### config.mk
export PLATFORM = sky130hd
export DESIGN_NAME = seq_alu
export DESIGN_NICKNAME = d
export VERILOG_FILES = /design/src/rtl/seq_alu_pkg.sv /design/src/rtl/alu_muldiv_iter.sv /design/src/rtl/seq_alu.sv
export SDC_FILE = /design/constraint.sdc
export NUM_CORES = 1
export LEC_CHECK = 0
export CAP_MARGIN = 20
export CORE_MARGIN = 2
export CORE_UTILIZATION = 64
export DETAILED_ROUTE_END_ITERATION = 6
export GPL_TIMING_DRIVEN = 0
export PLACE_DENSITY_LB_ADDON = 0.1
export SETUP_SLACK_MARGIN = 0.02
export SLEW_MARGIN = 15
export SYNTH_ARGS = -nofsm -noshare
export SYNTH_HDL_FRONTEND = slang
export SYNTH_SLANG_ARGS = --single-unit
### constraint.sdc
create_clock -name clk -period 6.35 [get_ports clk]
set_input_delay 1.905 -clock clk [delete_from_list [all_inputs] [get_ports clk]]
set_output_delay 1.905 -clock clk [all_outputs]
set_load 0.02 [all_outputs]
### src/rtl/seq_alu_pkg.sv
// Shared opcode and FSM-state constants for the sequential ALU.
// Also decides which opcodes go through the iterative multiply/divide unit.
package seq_alu_pkg;

   localparam logic [2:0] OP_AND  = 3'b000;
   localparam logic [2:0] OP_OR   = 3'b001;
   localparam logic [2:0] OP_ADD  = 3'b010;
   localparam logic [2:0] OP_MUL  = 3'b011;
   localparam logic [2:0] OP_DIVU = 3'b100;
   localparam logic [2:0] OP_REMU = 3'b101;
   localparam logic [2:0] OP_SUB  = 3'b110;
   localparam logic [2:0] OP_SLT  = 3'b111;

   localparam logic [1:0] S_IDLE = 2'd0;
   localparam logic [1:0] S_ITER = 2'd1;
   localparam logic [1:0] S_DONE = 2'd2;

   function automatic logic is_multi(input logic [2:0] op);
      return (op == OP_MUL) || (op == OP_DIVU) || (op == OP_REMU);
   endfunction

endpackage

### src/rtl/alu_muldiv_iter.sv
// One-bit-per-cycle shift-add multiplier and restoring divider sharing one datapath.
// The result outputs show the values after the step being taken this cycle.
module alu_muldiv_iter #(
   parameter int WIDTH = 8,
   parameter int CNT_W = $clog2(WIDTH + 1)
) (
   input  logic             clk,
   input  logic             rst_n,
   input  logic             start,
   input  logic             op_div,
   input  logic [WIDTH-1:0] a,
   input  logic [WIDTH-1:0] b,
   output logic             done,
   output logic [WIDTH-1:0] prod_lo,
   output logic [WIDTH-1:0] prod_hi,
   output logic [WIDTH-1:0] quotient,
   output logic [WIDTH-1:0] remainder
);

   logic [CNT_W-1:0] count;
   logic [WIDTH-1:0] part;
   logic [WIDTH-1:0] shreg;
   logic [WIDTH-1:0] opnd;
   logic             div_mode;

   logic [WIDTH:0]   mul_sum;
   logic [WIDTH:0]   div_shift;
   logic [WIDTH-1:0] div_diff;
   logic             div_ge;

   // part is the product high half (multiply) or the partial remainder (divide);
   // shreg is the multiplier being shifted out or the dividend/quotient.
   always_comb begin
      mul_sum   = {1'b0, part} + (shreg[0] ? {1'b0, opnd} : '0);
      div_shift = {part, shreg[WIDTH-1]};
      div_ge    = div_shift >= {1'b0, opnd};
      div_diff  = div_shift[WIDTH-1:0] - opnd;
      prod_hi   = mul_sum[WIDTH:1];
      prod_lo   = {mul_sum[0], shreg[WIDTH-1:1]};
      quotient  = {shreg[WIDTH-2:0], div_ge};
      remainder = div_ge ? div_diff : div_shift[WIDTH-1:0];
      done      = (count == CNT_W'(1));
   end

   // A zero divisor always passes the trial subtract, giving all-ones and the dividend.
   always_ff @(posedge clk or negedge rst_n) begin
      if (!rst_n) begin
         count    <= '0;
         part     <= '0;
         shreg    <= '0;
         opnd     <= '0;
         div_mode <= 1'b0;
      end else if (start) begin
         count    <= CNT_W'(WIDTH);
         part     <= '0;
         div_mode <= op_div;
         shreg    <= op_div ? a : b;
         opnd     <= op_div ? b : a;
      end else if (count != '0) begin
         count <= count - CNT_W'(1);
         if (div_mode) begin
            part  <= remainder;
            shreg <= quotient;
         end else begin
            part  <= prod_hi;
            shreg <= prod_lo;
         end
      end
   end

endmodule

### src/rtl/seq_alu.sv
// Handshaked ALU: logic/add/sub/slt finish on the accept edge, mul/div/rem take WIDTH steps.
// Result and flags stay registered until the consumer takes them.
module seq_alu
   import seq_alu_pkg::*;
#(
   parameter int WIDTH = 8
) (
   input  logic             clk,
   input  logic             rst_n,
   input  logic             in_valid,
   output logic             in_ready,
   input  logic [WIDTH-1:0] SrcA,
   input  logic [WIDTH-1:0] SrcB,
   input  logic [2:0]       ALUControl,
   output logic             out_valid,
   input  logic             out_ready,
   output logic [WIDTH-1:0] ALUResult,
   output logic             Zero,
   output logic             Carry,
   output logic             Overflow,
   output logic             DivZero
);

   localparam int CNT_W = $clog2(WIDTH + 1);

   logic [1:0]       state;
   logic [2:0]       op_q;
   logic             divz_q;
   logic             start;

   logic [WIDTH:0]   add_full;
   logic [WIDTH:0]   sub_full;
   logic             slt;
   logic [WIDTH-1:0] sc_result;
   logic             sc_carry;
   logic             sc_ovf;

   logic             it_done;
   logic [WIDTH-1:0] prod_lo;
   logic [WIDTH-1:0] prod_hi;
   logic [WIDTH-1:0] quotient;
   logic [WIDTH-1:0] remainder;
   logic [WIDTH-1:0] mc_result;
   logic             mc_carry;

   assign in_ready  = (state == S_IDLE);
   assign out_valid = (state == S_DONE);
   assign start     = in_ready && in_valid && is_multi(ALUControl);

   always_comb begin
      add_full  = {1'b0, SrcA} + {1'b0, SrcB};
      sub_full  = {1'b0, SrcA} + {1'b0, ~SrcB} + {{WIDTH{1'b0}}, 1'b1};
      slt       = $signed(SrcA) < $signed(SrcB);
      sc_result = '0;
      sc_carry  = 1'b0;
      sc_ovf    = 1'b0;
      case (ALUControl)
         OP_AND: sc_result = SrcA & SrcB;
         OP_OR:  sc_result = SrcA | SrcB;
         OP_ADD: begin
            sc_result = add_full[WIDTH-1:0];
            sc_carry  = add_full[WIDTH];
            sc_ovf    = (SrcA[WIDTH-1] == SrcB[WIDTH-1]) && (add_full[WIDTH-1] != SrcA[WIDTH-1]);
         end
         OP_SUB: begin
            sc_result = sub_full[WIDTH-1:0];
            sc_carry  = sub_full[WIDTH];
            sc_ovf    = (SrcA[WIDTH-1] != SrcB[WIDTH-1]) && (sub_full[WIDTH-1] != SrcA[WIDTH-1]);
         end
         OP_SLT: sc_result = {{(WIDTH-1){1'b0}}, slt};
         default: sc_result = '0;
      endcase
   end

   always_comb begin
      mc_result = prod_lo;
      mc_carry  = 1'b0;
      case (op_q)
         OP_DIVU: mc_result = quotient;
         OP_REMU: mc_result = remainder;
         default: begin
            mc_result = prod_lo;
            mc_carry  = |prod_hi;
         end
      endcase
   end

   alu_muldiv_iter #(
      .WIDTH (WIDTH),
      .CNT_W (CNT_W)
   ) u_iter (
      .clk       (clk),
      .rst_n     (rst_n),
      .start     (start),
      .op_div    (ALUControl != OP_MUL),
      .a         (SrcA),
      .b         (SrcB),
      .done      (it_done),
      .prod_lo   (prod_lo),
      .prod_hi   (prod_hi),
      .quotient  (quotient),
      .remainder (remainder)
   );

   // Operands are only looked at in IDLE; results change only on accept or final step.
   always_ff @(posedge clk or negedge rst_n) begin
      if (!rst_n) begin
         state     <= S_IDLE;
         op_q      <= OP_AND;
         divz_q    <= 1'b0;
         ALUResult <= '0;
         Zero      <= 1'b0;
         Carry     <= 1'b0;
         Overflow  <= 1'b0;
         DivZero   <= 1'b0;
      end else begin
         case (state)
            S_IDLE: begin
               if (in_valid) begin
                  op_q <= ALUControl;
                  if (is_multi(ALUControl)) begin
                     divz_q <= (SrcB == '0) && (ALUControl != OP_MUL);
                     state  <= S_ITER;
                  end else begin
                     ALUResult <= sc_result;
                     Zero      <= (sc_result == '0);
                     Carry     <= sc_carry;
                     Overflow  <= sc_ovf;
                     DivZero   <= 1'b0;
                     state     <= S_DONE;
                  end
               end
            end
            S_ITER: begin
               if (it_done) begin
                  ALUResult <= mc_result;
                  Zero      <= (mc_result == '0);
                  Carry     <= mc_carry;
                  Overflow  <= 1'b0;
                  DivZero   <= divz_q;
                  state     <= S_DONE;
               end
            end
            S_DONE: begin
               if (out_ready) state <= S_IDLE;
            end
            default: state <= S_IDLE;
         endcase
      end
   end

endmodule

After elaboration in Yosys (flattened, before gate mapping):

Cells that the tools add are included.

* register bits: 47
* bits in latches: 0
* memory bits (writable): 0
* bits in read-only memories: 0
* bits of input ports: 23
* logic and storage cells: 108
* memories: 0

* add/sub/neg operators: 6
* multiply operators: 0
* divide/modulo/power cells: 0
* magnitude comparators: 2
* eq/ne operators: 21
* shifts and indexed selects: 0
* multiplexer cells: 42
* bitwise operators: 3
* reduce and logical (&&, ||, !) cells: 21

Operator list (count)
* 8-bit 2-to-1 mux: 13
* 8-bit case mux with 5 select lines: 1
* 8-bit case mux with 2 select lines: 2
* 8-bit logical NOT: 3
* 8-bit by 8-bit adder with 9-bit output: 2
* 3-bit equality test, second input constant: 6
* 1-bit 2-to-1 mux: 13
* 1-bit case mux with 2 select lines: 6
* 8-bit by 9-bit adder with 9-bit output: 1
* 9-bit by 1-bit adder with 9-bit output, second input constant: 1
* 9-bit by 8-bit greater-or-equal comparator with 1-bit output: 1
* 8-bit AND: 1
* 8-bit less-than comparator: 1
* 2-bit 2-to-1 mux: 4
* 4-bit 2-to-1 mux: 2
* 8-bit NOT: 1
* 8-bit OR: 1
* 8-bit OR reduction: 1
* 8-bit subtractor: 1
* 3-bit by 2-bit equality test with 1-bit output, second input constant: 2
* 2-bit inequality test, second input constant: 3
* 2-bit case mux with 3 select lines: 1
* 3-bit AND reduction: 2
* 1-bit logical AND: 5
* other kinds (17): 21

Logic depth before layout (Yosys ltp):

* depth after elaboration: 9
* gate-level depth with buffers: 13
* mapped depth without buffers: 12

Hierarchy:

Synthesis repeated with hierarchy kept, for this count alone.

* cells, all modules: 569
* area, all modules: 4662.0 um^2

Modules (own cells, without submodules)
* alu_muldiv_iter: times used 1, cells each 294, area an instance 2511.2 um^2, seq. area each 725.7 um^2
* seq_alu: times used 1, cells each 275, area an instance 2150.8 um^2, seq. area each 450.4 um^2

Least setup slack after synthesis:

OpenSTA, ideal clock, no wires.

* path type: in2reg
* start: input port SrcA[0]
* end: register Zero
* setup time: 0.066 ns
* arrival time: 3.917 ns
* setup slack: 2.367 ns
* stages: 10
* buffers on the path: 0
* path through: ha_1 fa_1 a21o_1 a221o_1 a21oi_1 mux2i_1 xnor2_1 o22ai_1 o41ai_1 a31o_1

* cells in the longest elaborated chain, start to end: 7

Ends and longest elaborated chain
* from (decl): line seq_alu.sv:12 `input logic [WIDTH-1:0] SrcA,`
* 8-bit by 8-bit adder with 9-bit output: line seq_alu.sv:52 `sub_full = {1'b0, SrcA} + {1'b0, ~SrcB} + {{WIDTH{1'b0}}, 1'b1};`
* 9-bit by 1-bit adder with 9-bit output: line seq_alu.sv:52
* 8-bit case mux with 5 select lines *: line seq_alu.sv:57 `case (ALUControl)`
* 8-bit logical NOT *: line seq_alu.sv:126 `Zero <= (sc_result == '0);`
* 1-bit 2-to-1 mux *: line seq_alu.sv:121 `if (is_multi(ALUControl)) begin`
* 1-bit 2-to-1 mux *: line seq_alu.sv:119 `if (in_valid) begin`
* 1-bit case mux with 2 select lines *: line seq_alu.sv:117 `case (state)`
* to (signal assigned): line seq_alu.sv:126
* to (signal assigned): line seq_alu.sv:137 `Zero <= (mc_result == '0);`
* to (decl): line seq_alu.sv:18 `output logic Zero,`

Mark *: on every way between the ends. The rest lies on a longest branch, timed or not. The select of a mux whose other input is x is not followed.
A chain may end at the register's enable or synchronous reset.

Final worst setup path:

* start: input port SrcA[2]
* end: register Zero

Same word-level chain as after synthesis.

==> results.sh <==
export IMPL_arrival_ns=5.07
export IMPL_dp_cells=676
export IMPL_critical_path_max_stage_delay_ns=0.69
export IMPL_tightest_slew_ns=0.7421
export IMPL_synth_cells=561
export IMPL_syn_nets=631
export IMPL_antenna_cells=0
export IMPL_fp_dieH_um=87.16
export IMPL_maxCapViolations=0
export IMPL_wirelength_um=12770
export IMPL_cp_cell_sequence="clkdlybuf4s50_1 > inv_1 > ha_1 > nor2b_1 > a2111oi_2 > o41ai_1 > mux2i_1 > xor2_1 > o22ai_1 > o41ai_1 > a31o_1"
export IMPL_final_cell_mix="nand2_1 (58), o21ai_0 (52), nor2_1 (49)"
export IMPL_worstReg2RegEnd="Carry"
export IMPL_reg2regPathDepth=13
export IMPL_cts_buffer_depth=2
export IMPL_htree_levels=2
export IMPL_synth_edf_count=0
export IMPL_drtPass1Iterations=5
export IMPL_via_count=4455
export IMPL_gp_congestion=0.9331
export IMPL_cts_root_buf="clkbuf_8"
export IMPL_grt_pass1_vias=4029
export IMPL_grt_setup_unrepaired="no"
export IMPL_reg2reg_setup_slack_ns=3.06
export IMPL_ir_drop_v=0.0004158
export IMPL_worst_path_max_delay_cell="o41ai_1"
export IMPL_tns_ns=0
export IMPL_grt_pass1_wl_um=20640
export IMPL_synthXorXnorAreaFrac_pct=2.969
export IMPL_start_kind="primary input"
export IMPL_fin_cells=684
export IMPL_worst_setup_path_end_kind="register"
export IMPL_min_from="DivZero"
export IMPL_nets=673
export IMPL_period_needed_ns=4.822
export IMPL_cts_made_buffers=5
export IMPL_final_common_cell="nand2_1"
export IMPL_drtAntennaViolNets=0
export IMPL_period_share_pct=75.93
export IMPL_dieArea_mm2=0.007596
export IMPL_clk_latency_ns=0.31
export IMPL_cts_tree="built"
export IMPL_final_util_pct=74.04
export IMPL_ys_types=63
export IMPL_synthMuxAreaShare_pct=4.128
export IMPL_power_density_mw_per_mm2=526.8
export IMPL_criticalPathCategory="primary input to register"
export IMPL_initial_core_util_pct=65.50
export IMPL_crit_end="Zero"
export IMPL_grtUsageTotal_pct=34.83
export IMPL_worst_path_most_repeated_cell="o41ai_1"
export IMPL_yosysTopAreaCell="dfrtp_1"
export IMPL_r2r_start="u_iter.shreg[0]"
export IMPL_cts_setup_buffers=0
export IMPL_synth_main_ff_cell="dfrtp_1"
export IMPL_drt_iter0_drc=573
export IMPL_ios=37
export IMPL_clk_pin_slew_ns=0.10
export IMPL_required_ns=6.60
export IMPL_port_buffers=34
export IMPL_wl_per_cell_um=18.66
export IMPL_netlist_top_cells_area="dfrtp_1 (27%), ha_1 (12%), o21ai_0 (5.9%)"
export IMPL_post_synth_cell_area_avg_um2=7.889
export IMPL_synth_compound_area_share_pct=26.60
export IMPL_slew_viol_final=0
export IMPL_slew_limit_headroom_pct=49.88
export IMPL_syn2layout_area_growth_pct=13.03
export IMPL_cpLargestDelayFamily="compound AO/OA/AOI/OAI gates"
export IMPL_cp_max_fo=6
export IMPL_std_cell_rows=30
export IMPL_drc=0
export IMPL_syn_cell_area_mm2=0.004425
export IMPL_viasPerCell=6.513
export IMPL_dp_hpwl_um=10170
export IMPL_cp_depth=11
export IMPL_cts_sinks=47
export IMPL_core_mm2=0.006756
export IMPL_synth_yosys_seq_area_share_pct=26.58
export IMPL_leakagePower_uw=0.002252
export IMPL_drive_gt1_share_pct=4.470
export IMPL_synth_top_family_by_area="compound AO/OA/AOI/OAI gates"
export IMPL_ys_warn_count=0
export IMPL_grt_ovfl_total=0
export IMPL_yosys_area_share_simple_pct=19.48
export IMPL_cts_hold_buffers=0
export IMPL_synthAdderAreaFrac_pct=13.97
export IMPL_crit_start="SrcA[2]"
export IMPL_postSynth_asyncResetShare_pct=100.0
export IMPL_ys_seq_elements=47
export IMPL_min_path_type="register to register"
export IMPL_fin_skew_ns=0.009112
export IMPL_fillers=549
export IMPL_netlist_area_leader_share_pct=26.58
export IMPL_cts_resized=0
export IMPL_antenna_found_initial=0
export IMPL_grt_max_degree=28
export IMPL_path_buf_inv=2
export IMPL_outcome="finished clean"
export IMPL_fmax_ghz=0.2074
export IMPL_hold_viol=0
export IMPL_die_x_um=87.16
export IMPL_setup_violations=0
-- synthesized netlist by cell type (all sizes together), types with 2 or more instances --
cell	number
o21bai	2
a2111oi	2
a21oi	46
a31oi	4
nand3	12
a211o	2
ha	43
fa	4
mux2	2
o22ai	5
or2	3
o31a	3
o41ai	3
o21a	6
and3	2
or3	2
a221oi	3
nor3	12
and2	13
mux2i	16
xor2	7
nor4	6
nor2	49
clkbuf	23
nand2	58
o31ai	3
a22oi	2
o211ai	13
and4	2
dfrtp	47
xnor2	8
a221o	2
buf	4
a21o	8
nor2b	8
a21boi	3
o311ai	3
o21ai	53
nand2b	10
inv	42
a211oi	11
nand4	3
-- flip-flops by register name, summed over array words and instances, names as in the netlist, 2 cells and up --
name,count
u_iter.part,8
u_iter.shreg,8
u_iter.count,4
ALUResult,8
u_iter.opnd,8
op_q,3
state,2
-- where the power goes --
group,switching (uW),internal [uW]
Combinational,1060,729
Sequential,153,445
Clock,115,130
Total,1330,1300
-- area by class of cell --
| cell class | instances | area [um2] | area share [%] |
|---|---|---|---|
| Inverter | 43 | 161.4 | 3.227 |
| Timing Repair Buffer | 35 | 355.3 | 7.104 |
| Tap cell | 80 | 100.1 | 2.001 |
| Multi-Input combinational cell | 444 | 2972 | 59.40 |
| Clock inverter | 2 | 38.79 | 0.7754 |
| Buffer | 27 | 116.4 | 2.326 |
| Clock buffer | 6 | 82.58 | 1.651 |
| Sequential cell | 47 | 1176 | 23.51 |
-- routing by layer --
layer  global-route usage (%)  routed length (um)
met1                    51.05                5720
met2                    54.82                5758
met3                    5.024                1087
met4                    7.552                 200
met5                        0                   0
-- kinds of logic after synthesis --
group	after synthesis
AO/OA/AOI/OAI	182
XOR/XNOR	15
adder cells (fa/ha/maj)	47
buffers and inverters	70
flip-flops	47
multiplexers	18
AND/OR/NAND/NOR	182
-- worst min-delay path, delay by kind of cell, from the launching register on --
family | cells | cell delay (ns)
and+or+nand+nor | 2 | 0.10
DFF | 1 | 0.36
-- worst min-delay path by stage --
stage                     cells after the start              to  slack (ns)
final                                         2         DivZero        0.49
after CTS                                     2         DivZero        0.48
after global routing                          2        Overflow        0.52
after floorplan                               2  u_iter.opnd[2]        0.46
after detailed placement                      2         DivZero        0.46
after global placement                        2         DivZero        0.45
-- per-stage QoR --
step                      cell area (um2)  setup slack (ns)  hold WS, ns  power [uW]
after floorplan                      4425             2.367       0.4632        1828
after CTS                            5002             1.559       0.4829        2590
after detailed placement             4881             1.261       0.4622        2338
final                                5002             1.528       0.4852        2635
after global placement               4866             1.287       0.4528        2277
after global routing                 5002             1.286       0.5201        2836
No activity file was read; power rests on OpenSTA's default activity.
